$ cat config.mk
export PLATFORM = sky130hd
export DESIGN_NAME = umstr_axil_reg_if_mux
export DESIGN_NICKNAME = d
export VERILOG_FILES = /design/src/rtl/umstr_axil_reg_if_mux.sv
export SDC_FILE = /design/constraint.sdc
export NUM_CORES = 1
export LEC_CHECK = 0
export CORE_AREA = 2 2 141 143
export DETAILED_ROUTE_END_ITERATION = 12
export DIE_AREA = 0 0 143 145
export PLACE_DENSITY = 0.87
export SLEW_MARGIN = 15
export SYNTH_ARGS = -nofsm -noshare
export SYNTH_HDL_FRONTEND = slang
export SYNTH_SLANG_ARGS = --single-unit
$ cat constraint.sdc
create_clock -name clk -period 2.4 [get_ports clk]
set_input_delay 0.72 -clock clk [delete_from_list [all_inputs] [get_ports clk]]
set_output_delay 0.72 -clock clk [all_outputs]
set_load 0.02 [all_outputs]
$ cat src/rtl/umstr_axil_reg_if_mux.sv
// umstr_axil_reg_if_mux: AXI-Lite slave fanning out to NUM_PORTS register ports with per-access timeout.
module umstr_axil_reg_if_mux #(
  parameter int DATA_WIDTH      = 32,
  parameter int ADDR_WIDTH      = 32,
  parameter int STRB_WIDTH      = DATA_WIDTH / 8,
  parameter int NUM_PORTS       = 4,
  parameter int PORT_ADDR_WIDTH = 8,
  parameter int TIMEOUT         = 16
) (
  input  logic                            clk,
  input  logic                            rst_n,
  input  logic [ADDR_WIDTH-1:0]           s_axil_awaddr,
  input  logic [2:0]                      s_axil_awprot,
  input  logic                            s_axil_awvalid,
  output logic                            s_axil_awready,
  input  logic [DATA_WIDTH-1:0]           s_axil_wdata,
  input  logic [STRB_WIDTH-1:0]           s_axil_wstrb,
  input  logic                            s_axil_wvalid,
  output logic                            s_axil_wready,
  output logic [1:0]                      s_axil_bresp,
  output logic                            s_axil_bvalid,
  input  logic                            s_axil_bready,
  input  logic [ADDR_WIDTH-1:0]           s_axil_araddr,
  input  logic [2:0]                      s_axil_arprot,
  input  logic                            s_axil_arvalid,
  output logic                            s_axil_arready,
  output logic [DATA_WIDTH-1:0]           s_axil_rdata,
  output logic [1:0]                      s_axil_rresp,
  output logic                            s_axil_rvalid,
  input  logic                            s_axil_rready,
  output logic [PORT_ADDR_WIDTH-1:0]      reg_wr_addr,
  output logic [DATA_WIDTH-1:0]           reg_wr_data,
  output logic [STRB_WIDTH-1:0]           reg_wr_strb,
  output logic [NUM_PORTS-1:0]            reg_wr_en,
  input  logic [NUM_PORTS-1:0]            reg_wr_wait,
  input  logic [NUM_PORTS-1:0]            reg_wr_ack,
  output logic [PORT_ADDR_WIDTH-1:0]      reg_rd_addr,
  output logic [NUM_PORTS-1:0]            reg_rd_en,
  input  logic [NUM_PORTS*DATA_WIDTH-1:0] reg_rd_data,
  input  logic [NUM_PORTS-1:0]            reg_rd_wait,
  input  logic [NUM_PORTS-1:0]            reg_rd_ack
);
  localparam int TW = (TIMEOUT > 1) ? $clog2(TIMEOUT) : 1;
  typedef enum logic [1:0] {W_IDLE, W_ACC, W_RESP} w_state_t;
  typedef enum logic [1:0] {R_IDLE, R_ACC, R_RESP} r_state_t;
  w_state_t w_state, w_next;
  r_state_t r_state, r_next;
  logic rdy_en, aw_held, w_held;
  logic [ADDR_WIDTH-1:0] aw_addr;
  logic [DATA_WIDTH-1:0] w_data, rd_sel;
  logic [STRB_WIDTH-1:0] w_strb;
  logic [TW-1:0] w_cnt, r_cnt;
  logic [3:0] w_idx, r_idx;
  logic w_map, r_map, w_ack, w_wait, w_exp, r_ack, r_wait, r_exp, ar_hs, unused_bits;
  assign unused_bits = ^{s_axil_awprot, s_axil_arprot, aw_addr, s_axil_araddr};
  // rdy_en keeps the ready outputs low during reset and rises one cycle after release
  assign s_axil_awready = rdy_en && w_state == W_IDLE && !aw_held;
  assign s_axil_wready  = rdy_en && w_state == W_IDLE && !w_held;
  assign s_axil_arready = rdy_en && r_state == R_IDLE;
  assign ar_hs  = s_axil_arvalid && s_axil_arready;
  assign w_idx  = aw_addr[PORT_ADDR_WIDTH+3:PORT_ADDR_WIDTH];
  assign r_idx  = s_axil_araddr[PORT_ADDR_WIDTH+3:PORT_ADDR_WIDTH];
  assign w_map  = 32'(w_idx) < NUM_PORTS;
  assign r_map  = 32'(r_idx) < NUM_PORTS;
  // the one-hot enable masks out acks and waits from unselected ports
  assign w_ack  = |(reg_wr_ack & reg_wr_en);
  assign w_wait = |(reg_wr_wait & reg_wr_en);
  assign r_ack  = |(reg_rd_ack & reg_rd_en);
  assign r_wait = |(reg_rd_wait & reg_rd_en);
  assign w_exp  = (TIMEOUT != 0) && w_cnt == '0 && !w_wait;
  assign r_exp  = (TIMEOUT != 0) && r_cnt == '0 && !r_wait;
  always_comb begin
    rd_sel = '0;
    for (int p = 0; p < NUM_PORTS; p++)
      rd_sel = rd_sel | (reg_rd_data[p*DATA_WIDTH +: DATA_WIDTH] & {DATA_WIDTH{reg_rd_en[p]}});
  end
  always_comb begin
    w_next = w_state;
    if (w_state == W_IDLE && aw_held && w_held) w_next = w_map ? W_ACC : W_RESP;
    if (w_state == W_ACC && (w_ack || w_exp)) w_next = W_RESP;
    if (w_state == W_RESP && s_axil_bready) w_next = W_IDLE;
    r_next = r_state;
    if (r_state == R_IDLE && ar_hs) r_next = r_map ? R_ACC : R_RESP;
    if (r_state == R_ACC && (r_ack || r_exp)) r_next = R_RESP;
    if (r_state == R_RESP && s_axil_rready) r_next = R_IDLE;
  end
  always_ff @(posedge clk or negedge rst_n)
    if (!rst_n) begin
      w_state <= W_IDLE;
      r_state <= R_IDLE;
    end else begin
      w_state <= w_next;
      r_state <= r_next;
    end
  always_ff @(posedge clk or negedge rst_n)
    if (!rst_n) begin
      rdy_en <= 1'b0;
      aw_held <= 1'b0;
      w_held <= 1'b0;
      aw_addr <= '0;
      w_data <= '0;
      w_strb <= '0;
      w_cnt <= '0;
      reg_wr_addr <= '0;
      reg_wr_data <= '0;
      reg_wr_strb <= '0;
      reg_wr_en <= '0;
      s_axil_bresp <= 2'b00;
      s_axil_bvalid <= 1'b0;
    end else begin
      rdy_en <= 1'b1;
      if (s_axil_awvalid && s_axil_awready) begin
        aw_held <= 1'b1;
        aw_addr <= s_axil_awaddr;
      end
      if (s_axil_wvalid && s_axil_wready) begin
        w_held <= 1'b1;
        w_data <= s_axil_wdata;
        w_strb <= s_axil_wstrb;
      end
      if (w_state == W_IDLE && aw_held && w_held) begin
        reg_wr_addr <= aw_addr[PORT_ADDR_WIDTH-1:0];
        reg_wr_data <= w_data;
        reg_wr_strb <= w_strb;
        reg_wr_en <= w_map ? NUM_PORTS'(1) << w_idx : '0;
        w_cnt <= TW'(TIMEOUT - 1);
        s_axil_bresp <= 2'b11;
        s_axil_bvalid <= !w_map;
      end
      if (w_state == W_ACC) begin
        if (w_ack || w_exp) begin
          reg_wr_en <= '0;
          s_axil_bvalid <= 1'b1;
          s_axil_bresp <= w_ack ? 2'b00 : 2'b10;
        end else
          w_cnt <= w_wait ? TW'(TIMEOUT - 1) : w_cnt - TW'(1);
      end
      if (w_state == W_RESP && s_axil_bready) begin
        s_axil_bvalid <= 1'b0;
        aw_held <= 1'b0;
        w_held <= 1'b0;
      end
    end
  always_ff @(posedge clk or negedge rst_n)
    if (!rst_n) begin
      r_cnt <= '0;
      reg_rd_addr <= '0;
      reg_rd_en <= '0;
      s_axil_rdata <= '0;
      s_axil_rresp <= 2'b00;
      s_axil_rvalid <= 1'b0;
    end else begin
      if (r_state == R_IDLE && ar_hs) begin
        reg_rd_addr <= s_axil_araddr[PORT_ADDR_WIDTH-1:0];
        reg_rd_en <= r_map ? NUM_PORTS'(1) << r_idx : '0;
        r_cnt <= TW'(TIMEOUT - 1);
        s_axil_rdata <= '0;
        s_axil_rresp <= 2'b11;
        s_axil_rvalid <= !r_map;
      end
      if (r_state == R_ACC) begin
        if (r_ack || r_exp) begin
          reg_rd_en <= '0;
          s_axil_rvalid <= 1'b1;
          s_axil_rresp <= r_ack ? 2'b00 : 2'b10;
          s_axil_rdata <= r_ack ? rd_sel : '0;
        end else
          r_cnt <= r_wait ? TW'(TIMEOUT - 1) : r_cnt - TW'(1);
      end
      if (r_state == R_RESP && s_axil_rready) s_axil_rvalid <= 1'b0;
    end
endmodule

Word level (Yosys, flattened, before mapping):

Cells that the tools add are included.

* register bits after elaboration: 161

* multiplexer cells: 48
* shift operators: 2
* $lt $le $gt $ge: 2
* reductions and logical operators: 36
* bitwise operators: 11
* $add $sub $neg: 2
* equality and inequality tests: 4

Operators by type and width (number)
* 32-bit bitwise AND: 4
* 32-bit 2-to-1 mux: 4
* 32-bit bitwise OR: 3
* 4-bit 2-to-1 mux: 16
* 2-bit 2-to-1 mux: 16
* 4-bit bitwise AND: 4
* 1-bit logical AND: 16
* 4-bit OR reduction: 4
* 1-bit 2-to-1 mux: 12
* 4-bit zero test: 2
* 4-bit by 3-bit less-than comparator with 1-bit output, second input constant: 2
* 1-bit by 4-bit left shift with 4-bit output, first input constant: 2
* 4-bit by 1-bit subtractor with 4-bit output, second input constant: 2
* 1-bit zero test: 6
* 3-bit nonzero test: 2
* 2-bit by 1-bit == test with 1-bit output, second input constant: 2
* 2-bit == test, second input constant: 2
* 2-bit zero test: 2
* 2-bit nonzero test: 2
* 1-bit logical OR: 2

Longest topological paths before layout:

Gate-level depths: netlist of the first run.

* depth after elaboration: 8
* depth in mapped cells: 7
* mapped depth without buffers: 6

Worst setup path before layout of the first run:

OpenSTA, ideal clock, no wires.

* path type: register to register
* start: reg r_cnt[0]
* end: reg s_axil_rdata[10]
* library setup time: 135 ps
* buffers on the path: 1
* period minus slack after synthesis: 1811 ps
* arrival time: 1676 ps
* required time: 2265 ps
* slack: 589 ps
* cell stages (with the launch flop): 8
* cells stage by stage: dfrtp_1 inv_1 ha_1 or3b_4 nand3b_4 a31oi_4 buf_2 o22ai_1

* cells in the longest elaborated chain, start to end: 5

RTL lines
* from (decl): line 52 `logic [TW-1:0] w_cnt, r_cnt;`
* from (signal assigned): line 156 `r_cnt <= TW'(TIMEOUT - 1);`
* from (signal assigned): line 168 `r_cnt <= r_wait ? TW'(TIMEOUT - 1) : r_cnt - TW'(1);`
* 4-bit zero test: line 71 `assign r_exp = (TIMEOUT != 0) && r_cnt == '0 && !r_wait;`
* 1-bit logical AND: line 71
* 1-bit logical OR: line 162 `if (r_ack || r_exp) begin`
* 32-bit 2-to-1 mux: line 162
* 32-bit 2-to-1 mux: line 161 `if (r_state == R_ACC) begin`
* to (signal assigned): line 166 `s_axil_rdata <= r_ack ? rd_sel : '0;`
* to (decl): line 27 `output logic [DATA_WIDTH-1:0] s_axil_rdata,`

Every way passes these cells.
A chain may end at the register's enable or synchronous reset.

Final worst setup path of the first run:

* start: reg w_state[1]
* end: out s_axil_awready

* cells in the longest elaborated chain, start to end: 3

RTL lines
* from (decl): line 46 `w_state_t w_state, w_next;`
* from (signal assigned): line 92 `w_state <= w_next;`
* 2-bit zero test: line 57 `assign s_axil_awready = rdy_en && w_state == W_IDLE && !aw_held;`
* 1-bit logical AND (2 in a row): line 57
* to (decl): line 15 `output logic s_axil_awready,`

Every way passes these cells.

==> qor.csv, run 1 <==
stage,metric,value,unit
placed_design,place_ws,0.0322,ns
timing,finalCriticalPeriod,2.29,ns
grt,grt_usage,21.2,%
drt,avgRoutedWirePerCell,17.2,µm
synth,synth_edf_count,0,
floorplan,fp-row-count,51,
critical_path,cp.required,1.68,ns
timing,setup_viol,0,
placed_design,io_buffers,311,
timing,drv_slew,0,
grt,grt_pass1_wl,34.8,mm
drt,dr.pass1.iters,4,
floorplan,die_y,145,µm
synth,syn_nets,929,
finish,area_growth_syn_to_layout,59.7,%
timing,fin_skew,0.0103,ns
critical_path,worst-setup-path-type,reg2out,
placed_design,placedCellCount,1231,
critical_path,cp_data_arrival_time,1.57,ns
placed_design,place_area,10700,µm²
power_and_ir_drop,p_leak,4.88,nW
floorplan,dieArea,20700,µm²
synth,synth_cell_types,53,
grt,grt_overflow,0,
floorplan,start_util,36.9,%
finish,nets,1245,
timing,worst_slew_pin_slew,0.603,ns
clock_tree,clk_latency,0.42,ns
drt,routed_via_density,5.16,
clock_tree,cts_tree,yes,
synth,synthesis.area,7080,µm²
critical_path,reg2reg_slack,0.30,ns
timing,max_freq,0.437,GHz
clock_tree,path_clk_slew,0.07,ns
clock_tree,clock-sinks,161,
finish,fin_area,11300,µm²
clock_tree,cts_hold_buf,0,
synth,ys_ff_latch,161,
floorplan,io_pins,358,
drt,initialDrtViolationCount,265,
run,max-cap-violations,0,
floorplan,fp.coreArea,19200,µm²
finish,drive_above_1_share,8.81,%
hold_path,hold_class,in2async,
placed_design,gp_congestion,0.810,
synth,syn-instance-count,670,
clock_tree,clock_path_buffers,2,
grt,grt_max_degree,51,
timing,slew_headroom,59.7,%
finish,n_antenna_cell,0,
clock_tree,htreeDepth,4,
power_and_ir_drop,total_power,0.0122,W
clock_tree,numCtsBuffers,17,
drt,ant_nets,0,
timing,grt_setup_unrepaired,no,
clock_tree,cts-root-buf,clkbuf_16,
finish,num-fill-cells,1573,
critical_path,cp-start-kind,flip-flop,
floorplan,fp.dieW,143,µm
synth,synth_warnings,0,
synth,synth_ff_type,dfrtp_1,
synth,synth_seq_area_share,56.9,%
grt,antenna_found_initial,0,
placed_design,dp_hpwl,16.3,mm
drt,drc,0,
synth,async_reset_ff_share,100,%
timing,setup_ws,0.112,ns
drt,dr_total_vias,6528,
timing,hold_viol_final,0,
drt,routed_wl,21.8,mm
status,outcome,finished clean,
critical_path,cp_max_fo,2,
power_and_ir_drop,irDropWorstVdd,460,µV
synth,avgSynthCellArea,10.6,µm²
grt,grt_pass1_vias,6709,
critical_path,worst_setup_path_end_kind,output port,
timing,period_share,95.3,%
power_and_ir_drop,powerDensity,1080,nW/µm²
finish,fin_cells,1264,
[flip-flops by register name (all words and copies together) (netlist names), 4 cells and up]
name and cells:
aw_addr 12, r_cnt 4, reg_rd_addr 8, reg_rd_en 4, reg_wr_addr 8, reg_wr_data 32
reg_wr_en 4, reg_wr_strb 4, s_axil_rdata 32, w_cnt 4, w_data 32, w_strb 4
[cell usage after synthesis, drive strengths merged (3+ instances only)]
master  count  area share [%]
buf        11             1.1
inv         8            0.42
nand3b      4            0.60
dfrtp     161              57
or3         3            0.27
a221oi     32             4.0
nand2     202              11
o22ai      34             3.0
mux2       48             7.6
clkbuf     33             1.7
nor2       16            0.99
a22oi       8            0.85
nor3        5            0.35
a22o       34             4.2
a31oi       4            0.57
a21oi      21             1.5
o21ai       3            0.21
[routing by layer]
layer  GRT usage (%)  vias up  wire (µm)
li1                -     3030          -
met1            25.1     3178       8440
met2            37.8      279      11400
met3            5.28       41       1470
met4            6.09        0        481
met5               0        -          0
[critical path, stage by stage (launching register included)]
cell and delay [ns]:
dfrtp_1 0.38, or3b_4 0.43, nor2_2 0.15, buf_2 0.19
[cell families (layout without fill, tap and decap cells)]
logic type,after synthesis,after routing,share of synthesized area (%)
AND/OR/NAND/NOR,254,254,15.7
buffers and inverters,52,381,3.27
other,1,1,0.0530
adder cells (fa/ha/maj),2,2,0.353
multiplexers,48,48,7.63
flip-flops,161,161,56.9
AO/OA/AOI/OAI,152,152,16.1
[repair_timing]
action,4_1_cts,5_1_grt
gates resized for setup,7,2
pin swaps,0,1
setup buffers,0,1
setup endpoints to repair,3,2
[path summary, 6_finish.rpt]
check                           start  cells past startpoint              end
max in group asynchronous       rst_n                      2       w_state[1]
setup reg to reg             w_cnt[0]                      6  s_axil_bresp[0]
hold / removal                  rst_n                      1        w_strb[0]
hold reg to reg            aw_addr[2]                      2   reg_wr_addr[2]
setup / recovery           w_state[1]                      3   s_axil_awready
min in group clk           aw_addr[2]                      2   reg_wr_addr[2]
[through the flow]
stage | TNS, ns | util, % | hold WS, ns
2_1_floorplan | 0 | - | 0.424
3_3_place_gp | 0 | 55.6 | 0.440
3_5_place_dp | 0 | 55.6 | 0.451
4_1_cts | -0.0233 | 58.9 | 0.236
5_1_grt | 0 | 58.9 | 0.259
6_report | 0 | 58.9 | 0.234
[report_power, final]
group          internal, W  total [W]  switching, W
clock network      0.00172    0.00286       0.00114
logic              0.00239    0.00486       0.00247
registers          0.00380    0.00446      0.000666
[layout by cell type (no fill, tap or decap), drive strengths merged, types with 3 or more instances in the layout]
cell type      Yosys  final
nand2            202    202
clkdlybuf4s50      0    307
dfrtp            161    161
nor3               5      5
or3                3      3
buf               11     33
o22ai             34     34
nor2              16     16
clkbuf            33     20
a31oi              4      4
mux2              48     48
clkinv             0      4
inv                8     12
bufinv             0      3
a22o              34     34
a21oi             21     21
nand3b             4      4
a221oi            32     32
a22oi              8      8
o21ai              3      3
[final cells by class]
cell class                      instances  area [µm²]  share of cell area, %
Clock inverter                         12         171                   1.52
Tap cell                              265         332                   2.93
Sequential cell                       161        4030                   35.6
Multi-Input combinational cell        457        2850                   25.2
Inverter                                8        30.0                  0.265
Timing Repair Buffer                  341        3440                   30.4
Clock buffer                           20         457                   4.04
Note: power is estimated with default switching activity, not from simulation.
==> inputs of run 2 (changes only) <==
ABC_AREA = 0   (was unset)
HOLD_SLACK_MARGIN = 0.12   (was unset)
==> results of run 2 <==
The final DEF is identical to that of run 1; final timing and power are the same.
==> inputs of run 3 (changes only) <==
GPL_ROUTABILITY_DRIVEN = 0   (was unset)
==> results of run 3 <==
The final DEF is identical to that of run 1; final timing and power are the same.
==> edit 1: new RTL, config.mk and constraints of run 3 <==
Change the parameter `TIMEOUT` from 16 to 8.
--- a/src/rtl/umstr_axil_reg_if_mux.sv
+++ b/src/rtl/umstr_axil_reg_if_mux.sv
@@ -5,7 +5,7 @@
   parameter int STRB_WIDTH      = DATA_WIDTH / 8,
   parameter int NUM_PORTS       = 4,
   parameter int PORT_ADDR_WIDTH = 8,
-  parameter int TIMEOUT         = 16
+  parameter int TIMEOUT         = 8
 ) (
   input  logic                            clk,
   input  logic                            rst_n,
Formal check against the unedited RTL: no difference found for any inputs over 4 cycles, from zero or initial values and one cycle with rst_n low; that may be too few to reach the edited logic, so the function may still have changed.
==> edit 1 against run 3 <==
Sequential cell count fell by 2. Cell area shrank 1.6%. Total power rose by 2.3%. Synthesized area fell by 0.65%. Worst hold slack worse by 0.075 ns. Global-route usage fell by 0.28 points. Synthesized cell count shrank 7.9%. Via count shrank 7.3%. Wire length is 0.50% higher. Worst setup slack better by 0.022 ns. Critical endpoint unchanged. Largest cell class unchanged.
==> edit 1: results (changes against run 3) <==
Global routing
The all-layer global routing usage came to 0.209 (-0.00278). The pin count of the biggest net entering global routing is 75 (+47%). The number of antenna violations at the first check in global routing is 1 (+1). The number of global-route vias before repair is 6467 (-3.6%). The wire length of the first global-routing pass is 34000 um (-2.3%).

Setup path
The worst endpoint data arrival time was 1.55 ns (-0.02 ns). The largest fanout on the critical path is 2 (unchanged).

Outcome
The run finished with clean final reports.

Timing
The final worst clock skew was 0.0123 ns (+0.00196 ns). The tightest slew margin relative to the limit came to 0.514 (-0.0831).

Synth
Ranked by instance count, the synthesized netlist is headed by nand2_1, dfrtp_1, a22o_1. The total nets after synthesis came to 878 (-5.5%). The fraction of synthesis flops using an asynchronous set or reset pin is 1.00 (unchanged).

Among all flip-flop cells after synthesis, the most frequent one is dfrtp_1. Sorting the synthesized cells by area gives the leading types as dfrtp_1, nand2_1, mux2_4, a22o_1, a221oi_1. The register area share after synthesis is 0.566 (-0.00337).

The count of distinct cell types in the synthesized netlist is 52 (-1.9%). The total number of yosys warnings came to 0 (unchanged).

Clock network
The number of CTS-inserted buffers is 17 (unchanged). The number of levels the H-tree was split into was 4 (unchanged). The tree is rooted in a clkbuf_16. The CTS clock-pin slew for the worst setup and hold paths is 0.07 ns (about the same). The clock latency on the worst-skew pair is 0.42 ns (about the same). The buffer depth of the longest clock path is 2 (unchanged).

Final layout
The number of fillers in the final layout was 1567 (-0.38%). The number of nets in the layout is 1186 (-4.7%). From synthesis to final layout, the design area changed by 58.3%. The largest registers in the layout are reg_wr_data: 32 flops, s_axil_rdata: 32 flops, w_data: 32 flops.

The layout cell share with drive strength beyond 1 was 0.124 (+0.0356).

Placement
The worst slack after detailed placement was 0.0508 ns (+0.0186 ns). The count of input and output buffers is 311 (unchanged). The post-detailed-placement half-perimeter wirelength came to 15800 um (-3.1%).

Min path
The path type of the worst min-delay path is in -> async.

Route
The overall routed net length is 21900 um (+0.50%). The number of DRC markers in iteration 0 is 285 (+7.5%). The number of vias per cell was 5.03 (-2.7%). The first-pass detailed-route iteration total was 4 (unchanged).

Power
The worst IR drop on VDD is 0.656 mV (+42%). The cell leakage power is 0.00492 uW (+0.92%).
edit 1: cell count changes in the layout (fill, tap and decap cells not counted), moves of 9 or more:
cell	run 3	this run
mux2_2	10	21
mux2_1	38	0
mux2_4	0	29
nand2_1	200	171
a21oi_1	21	12
o22ai_1	34	0
o2bb2ai_1	0	32
buf_4	21	12
edit 1: stage by stage:
stage          cells  hold slack, ns  cell area (um2)  utilization  power [uW]
3_5_place_dp    1170           0.455            10500        0.546        9570
3_3_place_gp    1170           0.442            10500        0.546        9380
4_1_cts         1202           0.150            11100        0.580       12600
2_1_floorplan    617           0.424             7040            -        7230
6_report        1204           0.159            11100        0.580       12500
5_1_grt         1204           0.159            11100        0.580       13200
edit 1: cell type report:
cell class,instances,share of cell area
clock inverter,13,0.0182
timing repair buffer,329,0.298
sequential,159,0.357
inverter,12,0.00404
clock buffer,19,0.0398
tap,265,0.0298
multi-input combinational,406,0.253
antenna,1,0.000225
edit 1: timing repair:
| item | 4_1_cts | 5_1_grt |
|---|---|---|
| setup buffers | 0 | 1 |
| pin swaps | 0 | 0 |
| gates cloned | 0 | 0 |
| resized for setup | 8 | 1 |
| endpoints found under the setup margin | 3 | 1 |
edit 1: cell families after synthesis:
family,count (synthesis),synth area share
compound gates,132,0.155
fa+ha+maj,4,0.00711
buf+inv,52,0.0375
flops,159,0.566
mux,54,0.101
other cells,1,0.000533
simple gates,215,0.134
edit 1: final timing paths:
path | from | endpoint | slack [ns] | cells past startpoint
min in group clk | aw_addr[4] | reg_wr_addr[4] | 0.47 | 2
worst min register to register | aw_addr[4] | reg_wr_addr[4] | 0.47 | 2
worst min-delay path | rst_n | reg_wr_data[11] | 0.16 | 1
worst max register to register | reg_rd_en[2] | s_axil_rdata[27] | 0.35 | 6
worst max-delay path | w_state[0] | s_axil_awready | 0.13 | 3
max in group asynchronous | rst_n | reg_rd_en[2] | 1.53 | 2
edit 1: worst max-delay path, cell delays in order, from the launching register on:
cell,delay (ns)
dfrtp_1,0.38
or3b_4,0.45
nor2_4,0.13
buf_2,0.18
edit 1: power breakdown:
group / internal [uW] / switching [uW] / total [uW] / leakage [uW]
clock network: 1800 / 1160 / 2960 / 0.000306
logic: 2610 / 2450 / 5070 / 0.00261
registers: 3760 / 684 / 4440 / 0.00201
total: 8170 / 4300 / 12500 / 0.00492
edit 1: layer usage:
metal	part of all wire	GRT usage	vias to the layer above
met5	0	0	-
met4	0.026	0.0743	0
met3	0.083	0.0680	33
met2	0.50	0.367	246
met1	0.39	0.236	2962
li1	-	-	2812
==> edit 2: new RTL, flow settings as in run 3 <==
Made on the original files. Make the reset (`rst_n`) synchronous in 3 clocked blocks.
--- a/src/rtl/umstr_axil_reg_if_mux.sv
+++ b/src/rtl/umstr_axil_reg_if_mux.sv
@@ -84,7 +84,7 @@
     if (r_state == R_ACC && (r_ack || r_exp)) r_next = R_RESP;
     if (r_state == R_RESP && s_axil_rready) r_next = R_IDLE;
   end
-  always_ff @(posedge clk or negedge rst_n)
+  always_ff @(posedge clk)
     if (!rst_n) begin
       w_state <= W_IDLE;
       r_state <= R_IDLE;
@@ -92,7 +92,7 @@
       w_state <= w_next;
       r_state <= r_next;
     end
-  always_ff @(posedge clk or negedge rst_n)
+  always_ff @(posedge clk)
     if (!rst_n) begin
       rdy_en <= 1'b0;
       aw_held <= 1'b0;
@@ -141,7 +141,7 @@
         w_held <= 1'b0;
       end
     end
-  always_ff @(posedge clk or negedge rst_n)
+  always_ff @(posedge clk)
     if (!rst_n) begin
       r_cnt <= '0;
       reg_rd_addr <= '0;
Formal check against the unedited RTL: differs if rst_n is asserted again (counterexample within 4 cycles, from zero or initial values and one cycle with rst_n low); with rst_n held inactive, the same outputs for 4 cycles.
==> edit 2 against run 3 <==
Synthesized area fell by 6.6%. Wire length rose by 12%. Worst hold slack improved by 0.22 ns. Register-to-register slack improved by 0.25 ns. Cell area fell by 5.2%. Sequential cell count did not move. Worst setup slack improved by 0.0024 ns. Final cell count rose by 8.1%. Largest cell class is now buffers. Highest routed layer unchanged.
Power is not compared: it rests on default switching activity, and its combinational part moved more than twofold at a synthesized area within 25%.
==> edit 2: results (changes against run 3) <==
Outcome
The flow ran to the end, and the final reports show no timing, DRC or antenna violations.

Setup path
The depth of the worst register-to-register path is 7 (+1). Tracing the worst setup path back leads to its startpoint at reg_rd_en[2]. The maximum cell stage delay along the critical path came to 0.66 ns (+0.23 ns). The critical path ends at reg_rd_en[2]. On the critical path, the stage with the largest delay is an instance of clkdlybuf4s50_1. The source of the worst register-to-register timing path is r_cnt[0]. The largest fanout on the critical path is 5 (+3). The setup slack on the worst flop-to-flop path is 0.55 ns (+0.25 ns). The end of the worst register-to-register path is s_axil_rdata[6]. On the critical path the largest part of the delay comes from buffers and inverters.

Timing
The final worst clock skew is 0.0135 ns (+0.00316 ns). The smallest setup slack after layout is 0.115 ns (+0.00239 ns). The final hold slack is 0.449 ns (+0.215 ns).

The slew at the pin with the worst max-slew slack is 0.469 ns (-0.134 ns).

Final layout
The share of final layout cell area taken by non-clock buffers was 0.317 (+0.0126). The layout cell share with drive strength beyond 1 was 0.0720 (-0.0161). The number of nets in the layout came to 1343 (+7.9%). The share of the final layout cell area in multi-input gates is 0.290 (+0.0380). The number of clock buffers in the layout is 17 (-15%).

The final cell utilization of the core is 0.558 (-0.0308). The non-filler instance count after layout is 1367 (+8.1%). The count of multi-input gates is 558 (+22%). The number of signal-net inverters in the final layout came to 8 (unchanged).

The clock network area share was 0.0574 (+0.00190). The number of inserted diodes is 5 (+5). The number of fillers in the final layout was 1665 (+5.8%). The sequential fraction of total cell area is 0.301 (-0.0555). The number of buffers outside the clock class in the layout is 338 (-0.88%).

Global routing
The wire length of the first global-routing pass is 37500 um (+7.8%). The number of antenna violations at the first check in global routing was 5 (+5). The pin count of the biggest net entering global routing came to 74 (+45%). The all-layer global routing usage is 0.230 (+0.0180).

Placement
The post-detailed-placement half-perimeter wirelength is 17800 um (+9.0%). The worst slack after detailed placement is 0.0701 ns (+0.0378 ns). The total placed instance area was 10100 um2 (-5.5%).

Min path
The count of cells along the worst hold path is 2. The tightest min-delay check is of the reg -> reg type. In this run the most critical hold path is launched from w_strb[2].

Synth
The fraction of synthesis flops using an asynchronous set or reset pin came to 0 (-1.00). The most common flop cell mapped by yosys is dfxtp_1. The total nets after synthesis is 1053 (+13%).

The mean cell area of the mapped netlist is 8.33 um2 (-21%). The commonest cells after synthesis are nand2_1, dfxtp_1, a21oi_1. Yosys attributes the largest share of cell area to dfxtp_1, nand2_1, a21oi_1, a221oi_1, a22o_1. The total number of yosys warnings is 0 (unchanged). The register area share after synthesis is 0.487 (-0.0819).

Clock network
The post-cts gate resize count came to 3 (-4). The clock latency on the worst-skew pair is 0.42 ns (about the same). The number of levels the H-tree was split into is 4 (unchanged). The CTS clock-pin slew for the worst setup and hold paths is 0.07 ns (about the same).

Route
The first-pass detailed-route iteration total is 5 (+1). The per-cell routed wire length is 17.8 um (+3.2%). The number of DRC markers in iteration 0 is 335 (+26%).

The total vias in the final route is 7114 (+9.0%).

Power
The worst IR drop on VDD is 0.458 mV.
[edit 2: cell types whose count changed in the layout (fill, tap and decap cells not counted), moves of 5 or more]
cell / change
dfrtp_1: -161
dfxtp_1: +161
a21oi_1: +88
nand3_1: +48
mux2_1: -38
mux2_2: -10
nor3_1: +7
nand2_1: +6
diode_2: +5
[edit 2: kinds of logic (layout without fill, tap and decap cells)]
group,Yosys count,count (layout),synth area share
simple gates,314,314,0.213
buf+inv,75,378,0.0512
fa+ha+maj,2,2,0.00378
compound gates,242,242,0.245
flops,161,161,0.487
other cells,0,5,0
[edit 2: power groups by stage]
stage                     clock (uW)  sequential (uW)  combinational [uW]
final                           2850             2800                 818
after global routing            3030             2810                 884
after CTS                       2920             2800                 821
after detailed placement           0             2860                 821
after global placement             0             2860                 808
after floorplan                    0             2870                 290
[edit 2: layer usage]
layer	vias to the layer above	part of all wire	GRT usage
li1	3440	-	-
met1	3304	0.36	0.242
met2	312	0.48	0.384
met3	58	0.11	0.0967
met4	0	0.046	0.128
met5	-	0	0
